**src/rtl/axi4_lite_register_slice_if.sv**
```systemverilog
// axi4_if: AXI4 bus bundle shared by both sides of the register slice.
//   A  - address width
//   N  - data bus width in bytes
//   I  - ID width
// Modports:
//   master - issues AW/W/AR, receives B/R
//   slave  - receives AW/W/AR, returns B/R
interface axi4_if #(
  parameter int A = 32,
  parameter int N = 8,
  parameter int I = 4
);
  // write address
  logic [I-1:0]   awid;
  logic [A-1:0]   awaddr;
  logic [7:0]     awlen;
  logic [2:0]     awsize;
  logic [1:0]     awburst;
  logic           awlock;
  logic [3:0]     awcache;
  logic [2:0]     awprot;
  logic [3:0]     awqos;
  logic [3:0]     awregion;
  logic           awvalid;
  logic           awready;
  // write data
  logic [I-1:0]   wid;
  logic [8*N-1:0] wdata;
  logic [N-1:0]   wstrb;
  logic           wlast;
  logic           wvalid;
  logic           wready;
  // write response
  logic [I-1:0]   bid;
  logic [1:0]     bresp;
  logic           bvalid;
  logic           bready;
  // read address
  logic [I-1:0]   arid;
  logic [A-1:0]   araddr;
  logic [7:0]     arlen;
  logic [2:0]     arsize;
  logic [1:0]     arburst;
  logic           arlock;
  logic [3:0]     arcache;
  logic [2:0]     arprot;
  logic [3:0]     arqos;
  logic [3:0]     arregion;
  logic           arvalid;
  logic           arready;
  // read data
  logic [I-1:0]   rid;
  logic [8*N-1:0] rdata;
  logic [1:0]     rresp;
  logic           rlast;
  logic           rvalid;
  logic           rready;

  modport master (
    output awid, awaddr, awlen, awsize, awburst, awlock, awcache, awprot, awqos, awregion, awvalid,
    input  awready,
    output wid, wdata, wstrb, wlast, wvalid,
    input  wready,
    input  bid, bresp, bvalid,
    output bready,
    output arid, araddr, arlen, arsize, arburst, arlock, arcache, arprot, arqos, arregion, arvalid,
    input  arready,
    input  rid, rdata, rresp, rlast, rvalid,
    output rready
  );

  modport slave (
    input  awid, awaddr, awlen, awsize, awburst, awlock, awcache, awprot, awqos, awregion, awvalid,
    output awready,
    input  wid, wdata, wstrb, wlast, wvalid,
    output wready,
    output bid, bresp, bvalid,
    input  bready,
    input  arid, araddr, arlen, arsize, arburst, arlock, arcache, arprot, arqos, arregion, arvalid,
    output arready,
    output rid, rdata, rresp, rlast, rvalid,
    input  rready
  );
endinterface

```
**src/rtl/axi4_lite_register_slice.sv**
```systemverilog
// axi4_lite_register_slice: AXI4-Lite pipeline stage. Each of the five
// channels is independently a pass-through (0), a full skid buffer (1) or a
// light single register (2). AXI4-only fields toward the downstream slave are
// tied to their AXI4-Lite constants.
//
// Handshake: on every channel the source raises valid with a payload and holds
// both unchanged until it samples ready high; a beat transfers on each clk
// edge where valid && ready. Ready may depend on nothing from valid.
//
// Ports:
//   clk    - single clock for all channels
//   reset  - asynchronous, active-high
//   axi4_s - slave side (upstream master): receives AW/W/AR, returns B/R
//   axi4_m - master side (downstream slave): issues AW/W/AR, receives B/R

// axi4_lite_channel_slice: one channel of the slice.
//   up_*  - source side (presents valid/payload, receives ready)
//   dn_*  - sink side (receives valid/payload, presents ready)
module axi4_lite_channel_slice #(
  parameter int W    = 8,
  parameter int MODE = 1
) (
  input  logic         clk,
  input  logic         reset,
  input  logic         up_valid,
  output logic         up_ready,
  input  logic [W-1:0] up_data,
  output logic         dn_valid,
  input  logic         dn_ready,
  output logic [W-1:0] dn_data
);

  if (MODE == 1) begin : g_full
    logic         main_valid, skid_valid, ready_q;
    logic [W-1:0] main_data, skid_data;
    logic         main_valid_nxt, skid_valid_nxt;
    logic [W-1:0] main_data_nxt, skid_data_nxt;
    logic         up_fire, main_free;

    always_comb begin
      up_fire        = up_valid && ready_q;
      // main can take a beat when it is empty or emptying on this edge
      main_free      = !main_valid || dn_ready;
      main_valid_nxt = main_valid;
      main_data_nxt  = main_data;
      skid_valid_nxt = skid_valid;
      skid_data_nxt  = skid_data;
      if (main_free) begin
        if (skid_valid) begin
          // ready_q is low while skid holds a beat, so no upstream beat here
          main_valid_nxt = 1'b1;
          main_data_nxt  = skid_data;
          skid_valid_nxt = 1'b0;
        end else if (up_fire) begin
          main_valid_nxt = 1'b1;
          main_data_nxt  = up_data;
        end else begin
          main_valid_nxt = 1'b0;
        end
      end else if (up_fire) begin
        skid_valid_nxt = 1'b1;
        skid_data_nxt  = up_data;
      end
    end

    always_ff @(posedge clk or posedge reset) begin
      if (reset) begin
        main_valid <= 1'b0;
        main_data  <= '0;
        skid_valid <= 1'b0;
        skid_data  <= '0;
        ready_q    <= 1'b0;
      end else begin
        main_valid <= main_valid_nxt;
        main_data  <= main_data_nxt;
        skid_valid <= skid_valid_nxt;
        skid_data  <= skid_data_nxt;
        // registered so dn_ready never reaches up_ready combinationally
        ready_q    <= !skid_valid_nxt;
      end
    end

    assign up_ready = ready_q;
    assign dn_valid = main_valid;
    assign dn_data  = main_data;

  end else if (MODE == 2) begin : g_light
    logic         main_valid;
    logic [W-1:0] main_data;

    always_ff @(posedge clk or posedge reset) begin
      if (reset) begin
        main_valid <= 1'b0;
        main_data  <= '0;
      end else if (main_valid) begin
        if (dn_ready) main_valid <= 1'b0;
      end else if (up_valid) begin
        main_valid <= 1'b1;
        main_data  <= up_data;
      end
    end

    assign up_ready = !main_valid;
    assign dn_valid = main_valid;
    assign dn_data  = main_data;

  end else begin : g_pass
    // mode 0 (and any unsupported encoding) is a plain wire-through
    logic unused_clk_rst;
    assign unused_clk_rst = clk ^ reset;
    assign up_ready = dn_ready;
    assign dn_valid = up_valid;
    assign dn_data  = up_data;
  end

endmodule

module axi4_lite_register_slice #(
  parameter int A       = 32,
  parameter int N       = 8,
  parameter int AW_MODE = 1,
  parameter int W_MODE  = 1,
  parameter int B_MODE  = 1,
  parameter int AR_MODE = 1,
  parameter int R_MODE  = 1
) (
  input  logic   clk,
  input  logic   reset,
  axi4_if.slave  axi4_s,
  axi4_if.master axi4_m
);

  localparam int AXW = A + 3;        // {prot, addr}
  localparam int WW  = 8 * N + N;    // {strb, data}
  localparam int BW  = 2;            // resp
  localparam int RW  = 8 * N + 2;    // {resp, data}

  logic [AXW-1:0] aw_dn, ar_dn;
  logic [WW-1:0]  w_dn;
  logic [BW-1:0]  b_dn;
  logic [RW-1:0]  r_dn;

  axi4_lite_channel_slice #(.W(AXW), .MODE(AW_MODE)) u_aw (
    .clk      (clk),
    .reset    (reset),
    .up_valid (axi4_s.awvalid),
    .up_ready (axi4_s.awready),
    .up_data  ({axi4_s.awprot, axi4_s.awaddr}),
    .dn_valid (axi4_m.awvalid),
    .dn_ready (axi4_m.awready),
    .dn_data  (aw_dn)
  );

  axi4_lite_channel_slice #(.W(WW), .MODE(W_MODE)) u_w (
    .clk      (clk),
    .reset    (reset),
    .up_valid (axi4_s.wvalid),
    .up_ready (axi4_s.wready),
    .up_data  ({axi4_s.wstrb, axi4_s.wdata}),
    .dn_valid (axi4_m.wvalid),
    .dn_ready (axi4_m.wready),
    .dn_data  (w_dn)
  );

  // B and R flow from the downstream slave back to the upstream master
  axi4_lite_channel_slice #(.W(BW), .MODE(B_MODE)) u_b (
    .clk      (clk),
    .reset    (reset),
    .up_valid (axi4_m.bvalid),
    .up_ready (axi4_m.bready),
    .up_data  (axi4_m.bresp),
    .dn_valid (axi4_s.bvalid),
    .dn_ready (axi4_s.bready),
    .dn_data  (b_dn)
  );

  axi4_lite_channel_slice #(.W(AXW), .MODE(AR_MODE)) u_ar (
    .clk      (clk),
    .reset    (reset),
    .up_valid (axi4_s.arvalid),
    .up_ready (axi4_s.arready),
    .up_data  ({axi4_s.arprot, axi4_s.araddr}),
    .dn_valid (axi4_m.arvalid),
    .dn_ready (axi4_m.arready),
    .dn_data  (ar_dn)
  );

  axi4_lite_channel_slice #(.W(RW), .MODE(R_MODE)) u_r (
    .clk      (clk),
    .reset    (reset),
    .up_valid (axi4_m.rvalid),
    .up_ready (axi4_m.rready),
    .up_data  ({axi4_m.rresp, axi4_m.rdata}),
    .dn_valid (axi4_s.rvalid),
    .dn_ready (axi4_s.rready),
    .dn_data  (r_dn)
  );

  assign axi4_m.awprot = aw_dn[A +: 3];
  assign axi4_m.awaddr = aw_dn[A-1:0];
  assign axi4_m.wstrb  = w_dn[8*N +: N];
  assign axi4_m.wdata  = w_dn[8*N-1:0];
  assign axi4_s.bresp  = b_dn;
  assign axi4_m.arprot = ar_dn[A +: 3];
  assign axi4_m.araddr = ar_dn[A-1:0];
  assign axi4_s.rresp  = r_dn[8*N +: 2];
  assign axi4_s.rdata  = r_dn[8*N-1:0];

  // AXI4-Lite: single-beat INCR bursts of full bus width, no IDs or QoS
  assign axi4_m.awid     = '0;
  assign axi4_m.awlen    = 8'd0;
  assign axi4_m.awsize   = 3'($clog2(N));
  assign axi4_m.awburst  = 2'b01;
  assign axi4_m.awlock   = 1'b0;
  assign axi4_m.awcache  = 4'd0;
  assign axi4_m.awqos    = 4'd0;
  assign axi4_m.awregion = 4'd0;
  assign axi4_m.wid      = '0;
  assign axi4_m.wlast    = 1'b1;
  assign axi4_m.arid     = '0;
  assign axi4_m.arlen    = 8'd0;
  assign axi4_m.arsize   = 3'($clog2(N));
  assign axi4_m.arburst  = 2'b01;
  assign axi4_m.arlock   = 1'b0;
  assign axi4_m.arcache  = 4'd0;
  assign axi4_m.arqos    = 4'd0;
  assign axi4_m.arregion = 4'd0;
  assign axi4_s.bid      = '0;
  assign axi4_s.rid      = '0;
  assign axi4_s.rlast    = 1'b1;

  // AXI4-only fields arriving on either side carry no meaning here
  logic unused_axi4_fields;
  assign unused_axi4_fields = ^{axi4_s.awid, axi4_s.awlen, axi4_s.awsize, axi4_s.awburst,
                                axi4_s.awlock, axi4_s.awcache, axi4_s.awqos, axi4_s.awregion,
                                axi4_s.wid, axi4_s.wlast,
                                axi4_s.arid, axi4_s.arlen, axi4_s.arsize, axi4_s.arburst,
                                axi4_s.arlock, axi4_s.arcache, axi4_s.arqos, axi4_s.arregion,
                                axi4_m.bid, axi4_m.rid, axi4_m.rlast};

endmodule

```
**src/flat_wrapper.sv**
```systemverilog
// flat-port wrapper written by rule: the top's interface ports become plain ports
module axi4_lite_register_slice_flat 
#(
  parameter int A       = 32,
  parameter int N       = 8,
  parameter int AW_MODE = 1,
  parameter int W_MODE  = 1,
  parameter int B_MODE  = 1,
  parameter int AR_MODE = 1,
  parameter int R_MODE  = 1
)
  (clk, reset, axi4_s_awid, axi4_s_awaddr, axi4_s_awlen, axi4_s_awsize, axi4_s_awburst, axi4_s_awlock, axi4_s_awcache, axi4_s_awprot, axi4_s_awqos, axi4_s_awregion, axi4_s_awvalid, axi4_s_awready, axi4_s_wid, axi4_s_wdata, axi4_s_wstrb, axi4_s_wlast, axi4_s_wvalid, axi4_s_wready, axi4_s_bid, axi4_s_bresp, axi4_s_bvalid, axi4_s_bready, axi4_s_arid, axi4_s_araddr, axi4_s_arlen, axi4_s_arsize, axi4_s_arburst, axi4_s_arlock, axi4_s_arcache, axi4_s_arprot, axi4_s_arqos, axi4_s_arregion, axi4_s_arvalid, axi4_s_arready, axi4_s_rid, axi4_s_rdata, axi4_s_rresp, axi4_s_rlast, axi4_s_rvalid, axi4_s_rready, axi4_m_awid, axi4_m_awaddr, axi4_m_awlen, axi4_m_awsize, axi4_m_awburst, axi4_m_awlock, axi4_m_awcache, axi4_m_awprot, axi4_m_awqos, axi4_m_awregion, axi4_m_awvalid, axi4_m_awready, axi4_m_wid, axi4_m_wdata, axi4_m_wstrb, axi4_m_wlast, axi4_m_wvalid, axi4_m_wready, axi4_m_bid, axi4_m_bresp, axi4_m_bvalid, axi4_m_bready, axi4_m_arid, axi4_m_araddr, axi4_m_arlen, axi4_m_arsize, axi4_m_arburst, axi4_m_arlock, axi4_m_arcache, axi4_m_arprot, axi4_m_arqos, axi4_m_arregion, axi4_m_arvalid, axi4_m_arready, axi4_m_rid, axi4_m_rdata, axi4_m_rresp, axi4_m_rlast, axi4_m_rvalid, axi4_m_rready);
  axi4_if #(.A(A), .N(N)) axi4_s_i ();
  axi4_if #(.A(A), .N(N)) axi4_m_i ();
  input  logic clk;
  input  logic reset;
  input wire logic [$bits(axi4_s_i.awid)-1:0] axi4_s_awid;
  input wire logic [$bits(axi4_s_i.awaddr)-1:0] axi4_s_awaddr;
  input wire logic [$bits(axi4_s_i.awlen)-1:0] axi4_s_awlen;
  input wire logic [$bits(axi4_s_i.awsize)-1:0] axi4_s_awsize;
  input wire logic [$bits(axi4_s_i.awburst)-1:0] axi4_s_awburst;
  input wire logic [$bits(axi4_s_i.awlock)-1:0] axi4_s_awlock;
  input wire logic [$bits(axi4_s_i.awcache)-1:0] axi4_s_awcache;
  input wire logic [$bits(axi4_s_i.awprot)-1:0] axi4_s_awprot;
  input wire logic [$bits(axi4_s_i.awqos)-1:0] axi4_s_awqos;
  input wire logic [$bits(axi4_s_i.awregion)-1:0] axi4_s_awregion;
  input wire logic [$bits(axi4_s_i.awvalid)-1:0] axi4_s_awvalid;
  output wire logic [$bits(axi4_s_i.awready)-1:0] axi4_s_awready;
  input wire logic [$bits(axi4_s_i.wid)-1:0] axi4_s_wid;
  input wire logic [$bits(axi4_s_i.wdata)-1:0] axi4_s_wdata;
  input wire logic [$bits(axi4_s_i.wstrb)-1:0] axi4_s_wstrb;
  input wire logic [$bits(axi4_s_i.wlast)-1:0] axi4_s_wlast;
  input wire logic [$bits(axi4_s_i.wvalid)-1:0] axi4_s_wvalid;
  output wire logic [$bits(axi4_s_i.wready)-1:0] axi4_s_wready;
  output wire logic [$bits(axi4_s_i.bid)-1:0] axi4_s_bid;
  output wire logic [$bits(axi4_s_i.bresp)-1:0] axi4_s_bresp;
  output wire logic [$bits(axi4_s_i.bvalid)-1:0] axi4_s_bvalid;
  input wire logic [$bits(axi4_s_i.bready)-1:0] axi4_s_bready;
  input wire logic [$bits(axi4_s_i.arid)-1:0] axi4_s_arid;
  input wire logic [$bits(axi4_s_i.araddr)-1:0] axi4_s_araddr;
  input wire logic [$bits(axi4_s_i.arlen)-1:0] axi4_s_arlen;
  input wire logic [$bits(axi4_s_i.arsize)-1:0] axi4_s_arsize;
  input wire logic [$bits(axi4_s_i.arburst)-1:0] axi4_s_arburst;
  input wire logic [$bits(axi4_s_i.arlock)-1:0] axi4_s_arlock;
  input wire logic [$bits(axi4_s_i.arcache)-1:0] axi4_s_arcache;
  input wire logic [$bits(axi4_s_i.arprot)-1:0] axi4_s_arprot;
  input wire logic [$bits(axi4_s_i.arqos)-1:0] axi4_s_arqos;
  input wire logic [$bits(axi4_s_i.arregion)-1:0] axi4_s_arregion;
  input wire logic [$bits(axi4_s_i.arvalid)-1:0] axi4_s_arvalid;
  output wire logic [$bits(axi4_s_i.arready)-1:0] axi4_s_arready;
  output wire logic [$bits(axi4_s_i.rid)-1:0] axi4_s_rid;
  output wire logic [$bits(axi4_s_i.rdata)-1:0] axi4_s_rdata;
  output wire logic [$bits(axi4_s_i.rresp)-1:0] axi4_s_rresp;
  output wire logic [$bits(axi4_s_i.rlast)-1:0] axi4_s_rlast;
  output wire logic [$bits(axi4_s_i.rvalid)-1:0] axi4_s_rvalid;
  input wire logic [$bits(axi4_s_i.rready)-1:0] axi4_s_rready;
  output wire logic [$bits(axi4_m_i.awid)-1:0] axi4_m_awid;
  output wire logic [$bits(axi4_m_i.awaddr)-1:0] axi4_m_awaddr;
  output wire logic [$bits(axi4_m_i.awlen)-1:0] axi4_m_awlen;
  output wire logic [$bits(axi4_m_i.awsize)-1:0] axi4_m_awsize;
  output wire logic [$bits(axi4_m_i.awburst)-1:0] axi4_m_awburst;
  output wire logic [$bits(axi4_m_i.awlock)-1:0] axi4_m_awlock;
  output wire logic [$bits(axi4_m_i.awcache)-1:0] axi4_m_awcache;
  output wire logic [$bits(axi4_m_i.awprot)-1:0] axi4_m_awprot;
  output wire logic [$bits(axi4_m_i.awqos)-1:0] axi4_m_awqos;
  output wire logic [$bits(axi4_m_i.awregion)-1:0] axi4_m_awregion;
  output wire logic [$bits(axi4_m_i.awvalid)-1:0] axi4_m_awvalid;
  input wire logic [$bits(axi4_m_i.awready)-1:0] axi4_m_awready;
  output wire logic [$bits(axi4_m_i.wid)-1:0] axi4_m_wid;
  output wire logic [$bits(axi4_m_i.wdata)-1:0] axi4_m_wdata;
  output wire logic [$bits(axi4_m_i.wstrb)-1:0] axi4_m_wstrb;
  output wire logic [$bits(axi4_m_i.wlast)-1:0] axi4_m_wlast;
  output wire logic [$bits(axi4_m_i.wvalid)-1:0] axi4_m_wvalid;
  input wire logic [$bits(axi4_m_i.wready)-1:0] axi4_m_wready;
  input wire logic [$bits(axi4_m_i.bid)-1:0] axi4_m_bid;
  input wire logic [$bits(axi4_m_i.bresp)-1:0] axi4_m_bresp;
  input wire logic [$bits(axi4_m_i.bvalid)-1:0] axi4_m_bvalid;
  output wire logic [$bits(axi4_m_i.bready)-1:0] axi4_m_bready;
  output wire logic [$bits(axi4_m_i.arid)-1:0] axi4_m_arid;
  output wire logic [$bits(axi4_m_i.araddr)-1:0] axi4_m_araddr;
  output wire logic [$bits(axi4_m_i.arlen)-1:0] axi4_m_arlen;
  output wire logic [$bits(axi4_m_i.arsize)-1:0] axi4_m_arsize;
  output wire logic [$bits(axi4_m_i.arburst)-1:0] axi4_m_arburst;
  output wire logic [$bits(axi4_m_i.arlock)-1:0] axi4_m_arlock;
  output wire logic [$bits(axi4_m_i.arcache)-1:0] axi4_m_arcache;
  output wire logic [$bits(axi4_m_i.arprot)-1:0] axi4_m_arprot;
  output wire logic [$bits(axi4_m_i.arqos)-1:0] axi4_m_arqos;
  output wire logic [$bits(axi4_m_i.arregion)-1:0] axi4_m_arregion;
  output wire logic [$bits(axi4_m_i.arvalid)-1:0] axi4_m_arvalid;
  input wire logic [$bits(axi4_m_i.arready)-1:0] axi4_m_arready;
  input wire logic [$bits(axi4_m_i.rid)-1:0] axi4_m_rid;
  input wire logic [$bits(axi4_m_i.rdata)-1:0] axi4_m_rdata;
  input wire logic [$bits(axi4_m_i.rresp)-1:0] axi4_m_rresp;
  input wire logic [$bits(axi4_m_i.rlast)-1:0] axi4_m_rlast;
  input wire logic [$bits(axi4_m_i.rvalid)-1:0] axi4_m_rvalid;
  output wire logic [$bits(axi4_m_i.rready)-1:0] axi4_m_rready;
  assign axi4_s_i.awid = axi4_s_awid;
  assign axi4_s_i.awaddr = axi4_s_awaddr;
  assign axi4_s_i.awlen = axi4_s_awlen;
  assign axi4_s_i.awsize = axi4_s_awsize;
  assign axi4_s_i.awburst = axi4_s_awburst;
  assign axi4_s_i.awlock = axi4_s_awlock;
  assign axi4_s_i.awcache = axi4_s_awcache;
  assign axi4_s_i.awprot = axi4_s_awprot;
  assign axi4_s_i.awqos = axi4_s_awqos;
  assign axi4_s_i.awregion = axi4_s_awregion;
  assign axi4_s_i.awvalid = axi4_s_awvalid;
  assign axi4_s_awready = axi4_s_i.awready;
  assign axi4_s_i.wid = axi4_s_wid;
  assign axi4_s_i.wdata = axi4_s_wdata;
  assign axi4_s_i.wstrb = axi4_s_wstrb;
  assign axi4_s_i.wlast = axi4_s_wlast;
  assign axi4_s_i.wvalid = axi4_s_wvalid;
  assign axi4_s_wready = axi4_s_i.wready;
  assign axi4_s_bid = axi4_s_i.bid;
  assign axi4_s_bresp = axi4_s_i.bresp;
  assign axi4_s_bvalid = axi4_s_i.bvalid;
  assign axi4_s_i.bready = axi4_s_bready;
  assign axi4_s_i.arid = axi4_s_arid;
  assign axi4_s_i.araddr = axi4_s_araddr;
  assign axi4_s_i.arlen = axi4_s_arlen;
  assign axi4_s_i.arsize = axi4_s_arsize;
  assign axi4_s_i.arburst = axi4_s_arburst;
  assign axi4_s_i.arlock = axi4_s_arlock;
  assign axi4_s_i.arcache = axi4_s_arcache;
  assign axi4_s_i.arprot = axi4_s_arprot;
  assign axi4_s_i.arqos = axi4_s_arqos;
  assign axi4_s_i.arregion = axi4_s_arregion;
  assign axi4_s_i.arvalid = axi4_s_arvalid;
  assign axi4_s_arready = axi4_s_i.arready;
  assign axi4_s_rid = axi4_s_i.rid;
  assign axi4_s_rdata = axi4_s_i.rdata;
  assign axi4_s_rresp = axi4_s_i.rresp;
  assign axi4_s_rlast = axi4_s_i.rlast;
  assign axi4_s_rvalid = axi4_s_i.rvalid;
  assign axi4_s_i.rready = axi4_s_rready;
  assign axi4_m_awid = axi4_m_i.awid;
  assign axi4_m_awaddr = axi4_m_i.awaddr;
  assign axi4_m_awlen = axi4_m_i.awlen;
  assign axi4_m_awsize = axi4_m_i.awsize;
  assign axi4_m_awburst = axi4_m_i.awburst;
  assign axi4_m_awlock = axi4_m_i.awlock;
  assign axi4_m_awcache = axi4_m_i.awcache;
  assign axi4_m_awprot = axi4_m_i.awprot;
  assign axi4_m_awqos = axi4_m_i.awqos;
  assign axi4_m_awregion = axi4_m_i.awregion;
  assign axi4_m_awvalid = axi4_m_i.awvalid;
  assign axi4_m_i.awready = axi4_m_awready;
  assign axi4_m_wid = axi4_m_i.wid;
  assign axi4_m_wdata = axi4_m_i.wdata;
  assign axi4_m_wstrb = axi4_m_i.wstrb;
  assign axi4_m_wlast = axi4_m_i.wlast;
  assign axi4_m_wvalid = axi4_m_i.wvalid;
  assign axi4_m_i.wready = axi4_m_wready;
  assign axi4_m_i.bid = axi4_m_bid;
  assign axi4_m_i.bresp = axi4_m_bresp;
  assign axi4_m_i.bvalid = axi4_m_bvalid;
  assign axi4_m_bready = axi4_m_i.bready;
  assign axi4_m_arid = axi4_m_i.arid;
  assign axi4_m_araddr = axi4_m_i.araddr;
  assign axi4_m_arlen = axi4_m_i.arlen;
  assign axi4_m_arsize = axi4_m_i.arsize;
  assign axi4_m_arburst = axi4_m_i.arburst;
  assign axi4_m_arlock = axi4_m_i.arlock;
  assign axi4_m_arcache = axi4_m_i.arcache;
  assign axi4_m_arprot = axi4_m_i.arprot;
  assign axi4_m_arqos = axi4_m_i.arqos;
  assign axi4_m_arregion = axi4_m_i.arregion;
  assign axi4_m_arvalid = axi4_m_i.arvalid;
  assign axi4_m_i.arready = axi4_m_arready;
  assign axi4_m_i.rid = axi4_m_rid;
  assign axi4_m_i.rdata = axi4_m_rdata;
  assign axi4_m_i.rresp = axi4_m_rresp;
  assign axi4_m_i.rlast = axi4_m_rlast;
  assign axi4_m_i.rvalid = axi4_m_rvalid;
  assign axi4_m_rready = axi4_m_i.rready;
  axi4_lite_register_slice #(.A(A), .N(N), .AW_MODE(AW_MODE), .W_MODE(W_MODE), .B_MODE(B_MODE), .AR_MODE(AR_MODE), .R_MODE(R_MODE)) u_core (.clk(clk), .reset(reset), .axi4_s(axi4_s_i), .axi4_m(axi4_m_i));
endmodule
```
**config.mk**
```make
export PLATFORM = sky130hd
export DESIGN_NAME = axi4_lite_register_slice_flat
export DESIGN_NICKNAME = d
export VERILOG_FILES = /design/src/rtl/axi4_lite_register_slice_if.sv /design/src/rtl/axi4_lite_register_slice.sv /design/src/flat_wrapper.sv
export SDC_FILE = /design/constraint.sdc
export NUM_CORES = 1
export LEC_CHECK = 0
export ABC_AREA = 1
export CORE_MARGIN = 2
export CORE_UTILIZATION = 35
export CTS_BUF_LIST = sky130_fd_sc_hd__clkbuf_16
export CTS_CLUSTER_SIZE = 24
export DETAILED_ROUTE_END_ITERATION = 7
export GPL_ROUTABILITY_DRIVEN = 0
export GPL_TIMING_DRIVEN = 0
export PLACE_DENSITY = 0.76
export SETUP_SLACK_MARGIN = 0.3
export SLEW_MARGIN = 40
export SYNTH_ARGS = -nofsm -noshare
export SYNTH_HDL_FRONTEND = slang
export SYNTH_SLANG_ARGS = --single-unit
```
**constraint.sdc**
```tcl
create_clock -name clk -period 17 [get_ports clk]
set_input_delay 5.1 -clock clk [delete_from_list [all_inputs] [get_ports clk]]
set_output_delay 5.1 -clock clk [all_outputs]
set_load 0.1 [all_outputs]
```
After elaboration in Yosys (flattened, before gate mapping)
Index checks and enable logic that the tools add are counted.
{"block": "word_totals", "reg_bits": 435, "latchBits": 0, "ramBits": 0, "romBits": 0, "in_bits": 296, "out_inout_bits": 294, "memories": 0}
{"block": "op_classes", "n_addsub": 0, "n_mul": 0, "div": 0, "order_cmp": 0, "n_eq_ne": 0, "shift": 0, "n_mux": 30, "n_bitwise": 5, "n_reduce_logical": 35}
{"cell": "72-bit two-way mux", "n": 2}
{"cell": "35-bit two-way mux", "n": 4}
{"cell": "66-bit two-way mux", "n": 2}
{"cell": "1-bit two-way mux", "n": 20}
{"cell": "2-bit AND reduction", "n": 10}
{"cell": "1-bit logical NOT", "n": 10}
{"cell": "2-bit nonzero test", "n": 5}
{"cell": "1-bit logical AND", "n": 5}
{"cell": "1-bit logical OR", "n": 5}
{"cell": "1-bit inverter", "n": 5}
{"cell": "2-bit two-way mux", "n": 2}

Longest topological paths before layout
Gate-level depths: netlist of the first run.
{"block": "logic_depth", "word_depth": 4, "mapped_depth": 8, "mapped_depth_nobuf": 5}

Hierarchy
From an unflattened synthesis of the first run, not the netlist that was laid out.
{"block": "hier_totals", "hier_cells": 2608, "area_unflattened_um2": 20270.7}
{"module": "axi4_lite_channel_slice at u_core.u_ar ...", "n_inst": 2, "cells_each": 423, "area_per_inst_um2": 3375.7, "seq_area_each_um2": 1826.8}
{"module": "axi4_lite_channel_slice at u_core.u_w", "n_inst": 1, "cells_each": 859, "area_per_inst_um2": 6656.4, "seq_area_each_um2": 3678.5}
{"module": "axi4_lite_channel_slice at u_core.u_r", "n_inst": 1, "cells_each": 790, "area_per_inst_um2": 5979.5, "seq_area_each_um2": 3378.2}
{"module": "axi4_lite_register_slice", "n_inst": 1, "cells_each": 76, "area_per_inst_um2": 563.0, "seq_area_each_um2": 0.0}
{"module": "axi4_lite_channel_slice at u_core.u_b", "n_inst": 1, "cells_each": 37, "area_per_inst_um2": 320.3, "seq_area_each_um2": 175.2}

Least setup slack after synthesis of the first run
OpenSTA, ideal clock, no wires.
{"block": "synth_path", "kind": "register to output", "start": "register u_core.u_w.g_full.main_valid, in the netlist u_core.u_w.dn_valid", "end": "output port axi4_m_wvalid", "t_arrival_ns": 0.925, "slack_ns": 10.975, "path_stages_with_launch": 1, "path_buffers": 0, "path_cell_list": "dfrtp_1"}
{"item": "start: declaration", "line_no": "axi4_lite_register_slice.sv:34", "text": "logic main_valid, skid_valid, ready_q;"}
{"item": "start signal: assignment", "line_no": "axi4_lite_register_slice.sv:74", "text": "main_valid <= main_valid_nxt;"}
{"item": "end: declaration", "line_no": "flat_wrapper.sv:73", "text": "output wire logic [$bits(axi4_m_i.wvalid)-1:0] axi4_m_wvalid;"}
No word-level cell between the ends.

Worst setup path in the final report of the first run
{"block": "layout_path", "start": "register u_core.u_w.g_full.main_valid, in the netlist u_core.u_w.dn_valid", "end": "output port axi4_m_wvalid"}
No word-level cell between the ends.

==> results.toml, run 1 <==
[routing]
dr.pass1.iters = 5
ant_nets = 0
totalWireLength_mm = 59.9
vias = 18127
viasPerCell = 4.54
wl_per_cell_um = 15.0
drtIter0Drc = 1153
drc = 0

[finish]
drive_gt1_frac = 0.157
fin_cells = 3989
syn2layout_area_growth_pct = 33.3
fin_nets = 3486

[sta]
rsz0062_at_grt = "false"
setup_viol = 0
skew_ps = 18.8
fmax_mhz = 153
period_share = 0.385
worst_slew_pin_slew_ps = 579
fin_crit_ps = 6540
relSlewSlack = 0.613
fin_hold_ws_ps = 469
slew_violations = 0
tns_ps = 0
final_hold_viol_count = 0

[setup_path]
reg2reg_to = "u_core.u_w.g_full.skid_data[14]"
cpPeakStageDelay_ps = 460
reg2reg_from = "u_core.u_w.dn_valid"
critical_path_buf_inv_count = 1
worstPathRequired_ps = 11900
critical-path-top-delay-family = "buffers and inverters"
endpoint_kind = "output pin"
critical_path_class = "reg2out"
critPathLaunchType = "flip-flop"
worst-path-max-fanout = 3
reg2reg_depth = 4
crit_cells = 1
path_cells = "buf_2"
startpoint = "u_core.u_w.dn_valid"
cp-endpoint = "axi4_m_wvalid"
r2r_slack_ps = 15360
crit_arrival_ps = 1440
crit_slowest_cell = "buf_2"

[cts]
clk_pin_slew_ps = 60
cts.repair.resized = 0
cts-root-buf = "clkbuf_16"
cts_buffers = 50
cts_tree = "yes"
htree_levels = 2
clockBufferDepth = 3
insertion_delay_ps = 580
holdBufCountCts = 0
cts_setup_buffers = 0
clock-sinks = 435

[hold_path]
hold_class = "reg2reg"

[global_route]
grt_pass1_vias = 17518
gr-total-overflow = 0
grt_usage = 0.201
grt_max_degree = 27
antenna_found_initial = 13
grt_pass1_wl_mm = 95.4

[yosys]
ys_seq_area_frac = 0.549
synthCells = 2604
ys_warn_count = 0
synth.avg_cell_area_sq_um = 7.62
synth_area_sq_um = 19800
synth.distinct_cells = 19
ys_seq_elements = 435

[floorplan]
dieArea_sq_um = 58600
num_io_pins = 590
num_rows = 87
core-area_sq_um = 56200
start_util = 0.353
die_x_um = 242
die_h_um = 242

[power_and_ir_drop]
vdd_drop_max_mv = 0.124
p_per_area_nw_per_um2 = 174
leakagePower_uw = 0.0149

[run]
max_cap_viol_count = 0

[placement]
port-buffer-count = 441
dpl.hpwl_mm = 44.7
place_inst = 3894

[run_status]
status = "finished, final reports clean"
[report_power, final]
| part | switching, uW | leakage [uW] | internal [uW] |
|---|---|---|---|
| Combinational | 1690 | 0.00867 | 368 |
| Clock | 432 | 0.000794 | 588 |
| Sequential | 169 | 0.00539 | 1350 |
| Total | 2300 | 0.0149 | 2310 |
[routing by layer]
| metal | part of all wire | GRT usage | routed length (um) | up-vias |
|---|---|---|---|---|
| met4 | 0.036 | 0.0819 | 2160 | 10 |
| li1 | - | - | - | 9022 |
| met5 | 0.0012 | 0 | 71 | - |
| met1 | 0.41 | 0.246 | 24800 | 8435 |
| met3 | 0.081 | 0.0665 | 4840 | 120 |
| met2 | 0.47 | 0.329 | 28100 | 540 |
[flip-flops by register name (all words and copies together) (netlist names), 2 cells and up]
signal and flops:
u_core.u_w.dn_data 72, u_core.u_w.g_full.skid_data 72, u_core.u_r.dn_data 66, u_core.u_r.g_full.skid_data 66, u_core.u_ar.dn_data 35, u_core.u_ar.g_full.skid_data 35, u_core.u_aw.dn_data 35, u_core.u_aw.g_full.skid_data 35
u_core.u_b.dn_data 2, u_core.u_b.g_full.skid_data 2
[final cells by class]
cell class / count / area, sq um
Timing Repair Buffer: 462 / 3830
Sequential cell: 435 / 10900
Antenna cell: 9 / 22.5
Multi-Input combinational cell: 2004 / 7860
Clock inverter: 33 / 206
Fill cell: 5474 / 29700
Clock buffer: 53 / 1330
Buffer: 221 / 1290
Tap cell: 756 / 946
Inverter: 16 / 68.8
[tightest hold or removal path: cells and delay by family (launching register included)]
| kind | cells | cell delay (ps) |
|---|---|---|
| flops | 1 | 340 |
| simple gates | 2 | 100 |
[worst min path at each step]
stage                                           startpoint                               end  slack [ps]  cells past startpoint
final                      u_core.u_w.g_full.skid_data[10]   u_core.u_w.g_full.skid_data[10]         470                      2
after global routing      u_core.u_ar.g_full.skid_data[13]  u_core.u_ar.g_full.skid_data[13]         490                      2
after CTS                  u_core.u_w.g_full.skid_data[62]   u_core.u_w.g_full.skid_data[62]         470                      2
after detailed placement   u_core.u_aw.g_full.skid_data[3]   u_core.u_aw.g_full.skid_data[3]         460                      2
after global placement     u_core.u_r.g_full.skid_data[43]   u_core.u_r.g_full.skid_data[43]         450                      2
after floorplan            u_core.u_ar.g_full.skid_data[0]   u_core.u_ar.g_full.skid_data[0]         440                      2
[metrics by stage]
step	total power, uW	cell area [sq um]	setup slack, ps	util
2_1_floorplan	3160	20100	6020	-
3_3_place_gp	3710	25500	2920	0.453
3_5_place_dp	3600	24900	10150	0.443
4_1_cts	4640	26400	10420	0.470
5_1_grt	4830	26400	10410	0.471
6_report	4600	26400	10460	0.471
[cells by family (layout without fill, tap and decap cells)]
family / Yosys count / after routing / share of synthesized area
and+or+nand+nor: 1925 / 1925 / 0.381
DFF: 435 / 435 / 0.549
buffers and inverters: 237 / 785 / 0.0686
AOI/OAI and AO/OA: 5 / 5 / 0.00126
other: 2 / 83 / 0.000379
[cell usage in the layout (no fill, tap or decap)]
cell type and instances:
clkinv_4 2, buf_1 2, buf_2 307, nand2_1 1696, bufinv_16 2, nor2_1 1, conb_1 74, clkinv_1 8
nor2_4 1, inv_2 2, a21oi_1 5, nand2_4 3, inv_4 2, inv_1 23, clkinv_2 6, nand2_2 6
buf_12 8, buf_16 13, inv_6 1, clkbuf_1 38, buf_6 1, nand3_1 210, dfrtp_1 435, nor2_2 3
diode_2 9, nand4_1 5, clkinvlp_4 3, buf_4 93, clkdlybuf4s50_1 221, clkbuf_16 53
[cell usage after synthesis]
library cell	number	area share
buf_2	87	0.022
inv_4	2	0.00063
nand2_4	3	0.0017
inv_2	2	0.00038
nor2_2	3	0.00095
dfrtp_1	435	0.55
nand3_1	210	0.053
buf_4	93	0.035
nor2_4	1	0.00057
nand4_1	5	0.0016
conb_1	2	0.00038
clkbuf_1	38	0.0072
nor2_1	1	0.00019
inv_1	12	0.0023
buf_6	1	0.00057
nand2_2	6	0.0019
a21oi_1	5	0.0013
nand2_1	1696	0.32
buf_1	2	0.00038
Note: power is estimated with default switching activity, not from simulation.
==> run 2, diff against run 1 <==
--- a/config.mk
+++ b/config.mk
@@ -13,7 +13,7 @@
 export DETAILED_ROUTE_END_ITERATION = 7
 export GPL_ROUTABILITY_DRIVEN = 0
 export GPL_TIMING_DRIVEN = 0
-export PLACE_DENSITY = 0.76
+export PLACE_DENSITY = 0.73
 export SETUP_SLACK_MARGIN = 0.3
 export SLEW_MARGIN = 40
 export SYNTH_ARGS = -nofsm -noshare
==> constraint.sdc (replaced) <==
create_clock -name clk -period 6.6 [get_ports clk]
set_input_delay 1.98 -clock clk [delete_from_list [all_inputs] [get_ports clk]]
set_output_delay 1.98 -clock clk [all_outputs]
set_load 0.1 [all_outputs]
==> results.toml, run 2 (synthesized netlist as in run 1, its figures left out) <==
[cts]
clockBufferDepth = 3
htree_levels = 2
cts_buffers = 50
cts.repair.resized = 0
cts-root-buf = "clkbuf_16"
insertion_delay_ps = 570
cts_setup_buffers = 0
holdBufCountCts = 0
clk_pin_slew_ps = 50
clock-sinks = 435
cts_tree = "yes"

[sta]
skew_ps = 19.2
rsz0062_at_grt = "false"
setup_viol = 0
final_hold_viol_count = 0
fin_hold_ws_ps = 468
fmax_mhz = 292
fin_crit_ps = 3430
period_share = 0.519
worst_slew_pin_slew_ps = 635
relSlewSlack = 0.577
slew_violations = 0

[finish]
regArea_sq_um = 10900
finalCoreUtilization = 0.471
fin_nets = 3486
layout_commonest_cell = "nand2_1"
fillers = 5538
multi_input_comb_area_sq_um = 7860
layout_common_cells = "nand2_1, dfrtp_1, buf_2"
fin_cells = 3983
syn2layout_area_growth_pct = 33.3
drive_gt1_frac = 0.158

[placement]
place_inst = 3894
port-buffer-count = 441
dpl.hpwl_mm = 44.9

[routing]
vias = 18130
drtIter0Drc = 1164
viasPerCell = 4.55
dr.pass1.iters = 5
ant_nets = 0
totalWireLength_mm = 60.0
wl_per_cell_um = 15.1
drc = 0

[setup_path]
startpoint = "u_core.u_w.dn_valid"
reg2reg_to = "u_core.u_w.g_full.skid_data[14]"
critical-path-top-delay-family = "buffers and inverters"
crit_arrival_ps = 1450
worstPathRequired_ps = 4620
critical_path_buf_inv_count = 1
cp-endpoint = "axi4_m_wvalid"
critical_path_class = "reg2out"
crit_slowest_cell = "buf_2"
crit_cells = 1
endpoint_kind = "output pin"
critPathLaunchType = "flip-flop"
reg2reg_depth = 4
path_cells = "buf_2"
worst-path-max-fanout = 3
reg2reg_from = "u_core.u_w.dn_valid"
r2r_slack_ps = 4960
cpPeakStageDelay_ps = 460

[global_route]
grt_max_degree = 26
grt_usage = 0.202
grt_pass1_wl_mm = 95.7
antenna_found_initial = 5
gr-total-overflow = 0
grt_pass1_vias = 17234

[floorplan]
dieArea_sq_um = 58600
die_h_um = 242
core-area_sq_um = 56200
start_util = 0.353
die_x_um = 242
num_rows = 87
num_io_pins = 590

[power_and_ir_drop]
finalPower_uw = 11900
vdd_drop_max_mv = 0.327
p_per_area_nw_per_um2 = 450
leakagePower_uw = 0.0149

[hold_path]
hold_class = "reg2reg"

[run]
max_cap_viol_count = 0

[run_status]
status = "finished, final reports clean"
-- run 2: how the worst min path moves through the flow --
stage                                           from                          endpoint  slack (ps)  cells past startpoint
floorplan            u_core.u_ar.g_full.skid_data[0]   u_core.u_ar.g_full.skid_data[0]         440                      2
global placement     u_core.u_w.g_full.skid_data[51]   u_core.u_w.g_full.skid_data[51]         450                      2
detailed placement   u_core.u_ar.g_full.skid_data[4]   u_core.u_ar.g_full.skid_data[4]         460                      2
CTS                 u_core.u_ar.g_full.skid_data[28]  u_core.u_ar.g_full.skid_data[28]         470                      2
global route         u_core.u_w.g_full.skid_data[31]   u_core.u_w.g_full.skid_data[31]         490                      2
finish               u_core.u_w.g_full.skid_data[59]   u_core.u_w.g_full.skid_data[59]         470                      2
-- run 2: cell type report --
type | instances | share of cell area
Antenna cell | 2 | 0.000189
Buffer | 221 | 0.0490
Clock buffer | 51 | 0.0483
Clock inverter | 36 | 0.0103
Inverter | 16 | 0.00260
Multi-Input combinational cell | 2004 | 0.297
Sequential cell | 435 | 0.412
Tap cell | 756 | 0.0358
Timing Repair Buffer | 462 | 0.145
-- run 2: where the power goes --
part           switching (uW)  leakage (uW)  internal (uW)
Sequential                444       0.00539           3480
Combinational            4360       0.00867            947
Clock                    1130      0.000802           1550
Total                    5930        0.0149           5980
-- run 2: layer usage --
layer | share of wire | wire (um) | vias up | track usage
met5 | 0.00038 | 23 | - | 0
met4 | 0.025 | 1510 | 4 | 0.0635
met3 | 0.078 | 4710 | 89 | 0.0530
met2 | 0.48 | 28500 | 550 | 0.333
met1 | 0.42 | 25300 | 8477 | 0.259
li1 | - | - | 9010 | -
-- run 2: worst min-delay path: cells and delay by family (launching register included) --
kind	cells	cell delay (ps)
flip-flops	1	340
AND/OR/NAND/NOR	2	100
-- run 2: stage by stage --
step | setup WS, ps | cell area [sq um] | TNS (ps)
global placement | -4490 | 25500 | -1920170
detailed placement | 2840 | 24900 | 0
floorplan | -1260 | 20100 | -546060
finish | 3170 | 26400 | 0
CTS | 3130 | 26400 | 0
global route | 3130 | 26400 | 0
==> run 3, diff against run 2 <==
--- a/config.mk
+++ b/config.mk
@@ -13,7 +13,7 @@
 export DETAILED_ROUTE_END_ITERATION = 7
 export GPL_ROUTABILITY_DRIVEN = 0
 export GPL_TIMING_DRIVEN = 0
-export PLACE_DENSITY = 0.73
+export PLACE_DENSITY = 0.76
 export SETUP_SLACK_MARGIN = 0.3
 export SLEW_MARGIN = 40
 export SYNTH_ARGS = -nofsm -noshare
==> constraint.sdc (replaced) <==
create_clock -name clk -period 2.8 [get_ports clk]
set_input_delay 0.84 -clock clk [delete_from_list [all_inputs] [get_ports clk]]
set_output_delay 0.84 -clock clk [all_outputs]
set_load 0.1 [all_outputs]
==> results of run 3 <==
Same layout as run 1 (identical final DEF). Status: finished, final reports clean.
Main changes from that run: setup slack after placement 10150 ps -> 210 ps; setup slack after layout 10460 ps -> 523 ps; register-to-register setup slack 15360 ps -> 1160 ps; total power 4600 uW -> 28000 uW; worst IR drop on VDD 0.124 mV -> 0.752 mV
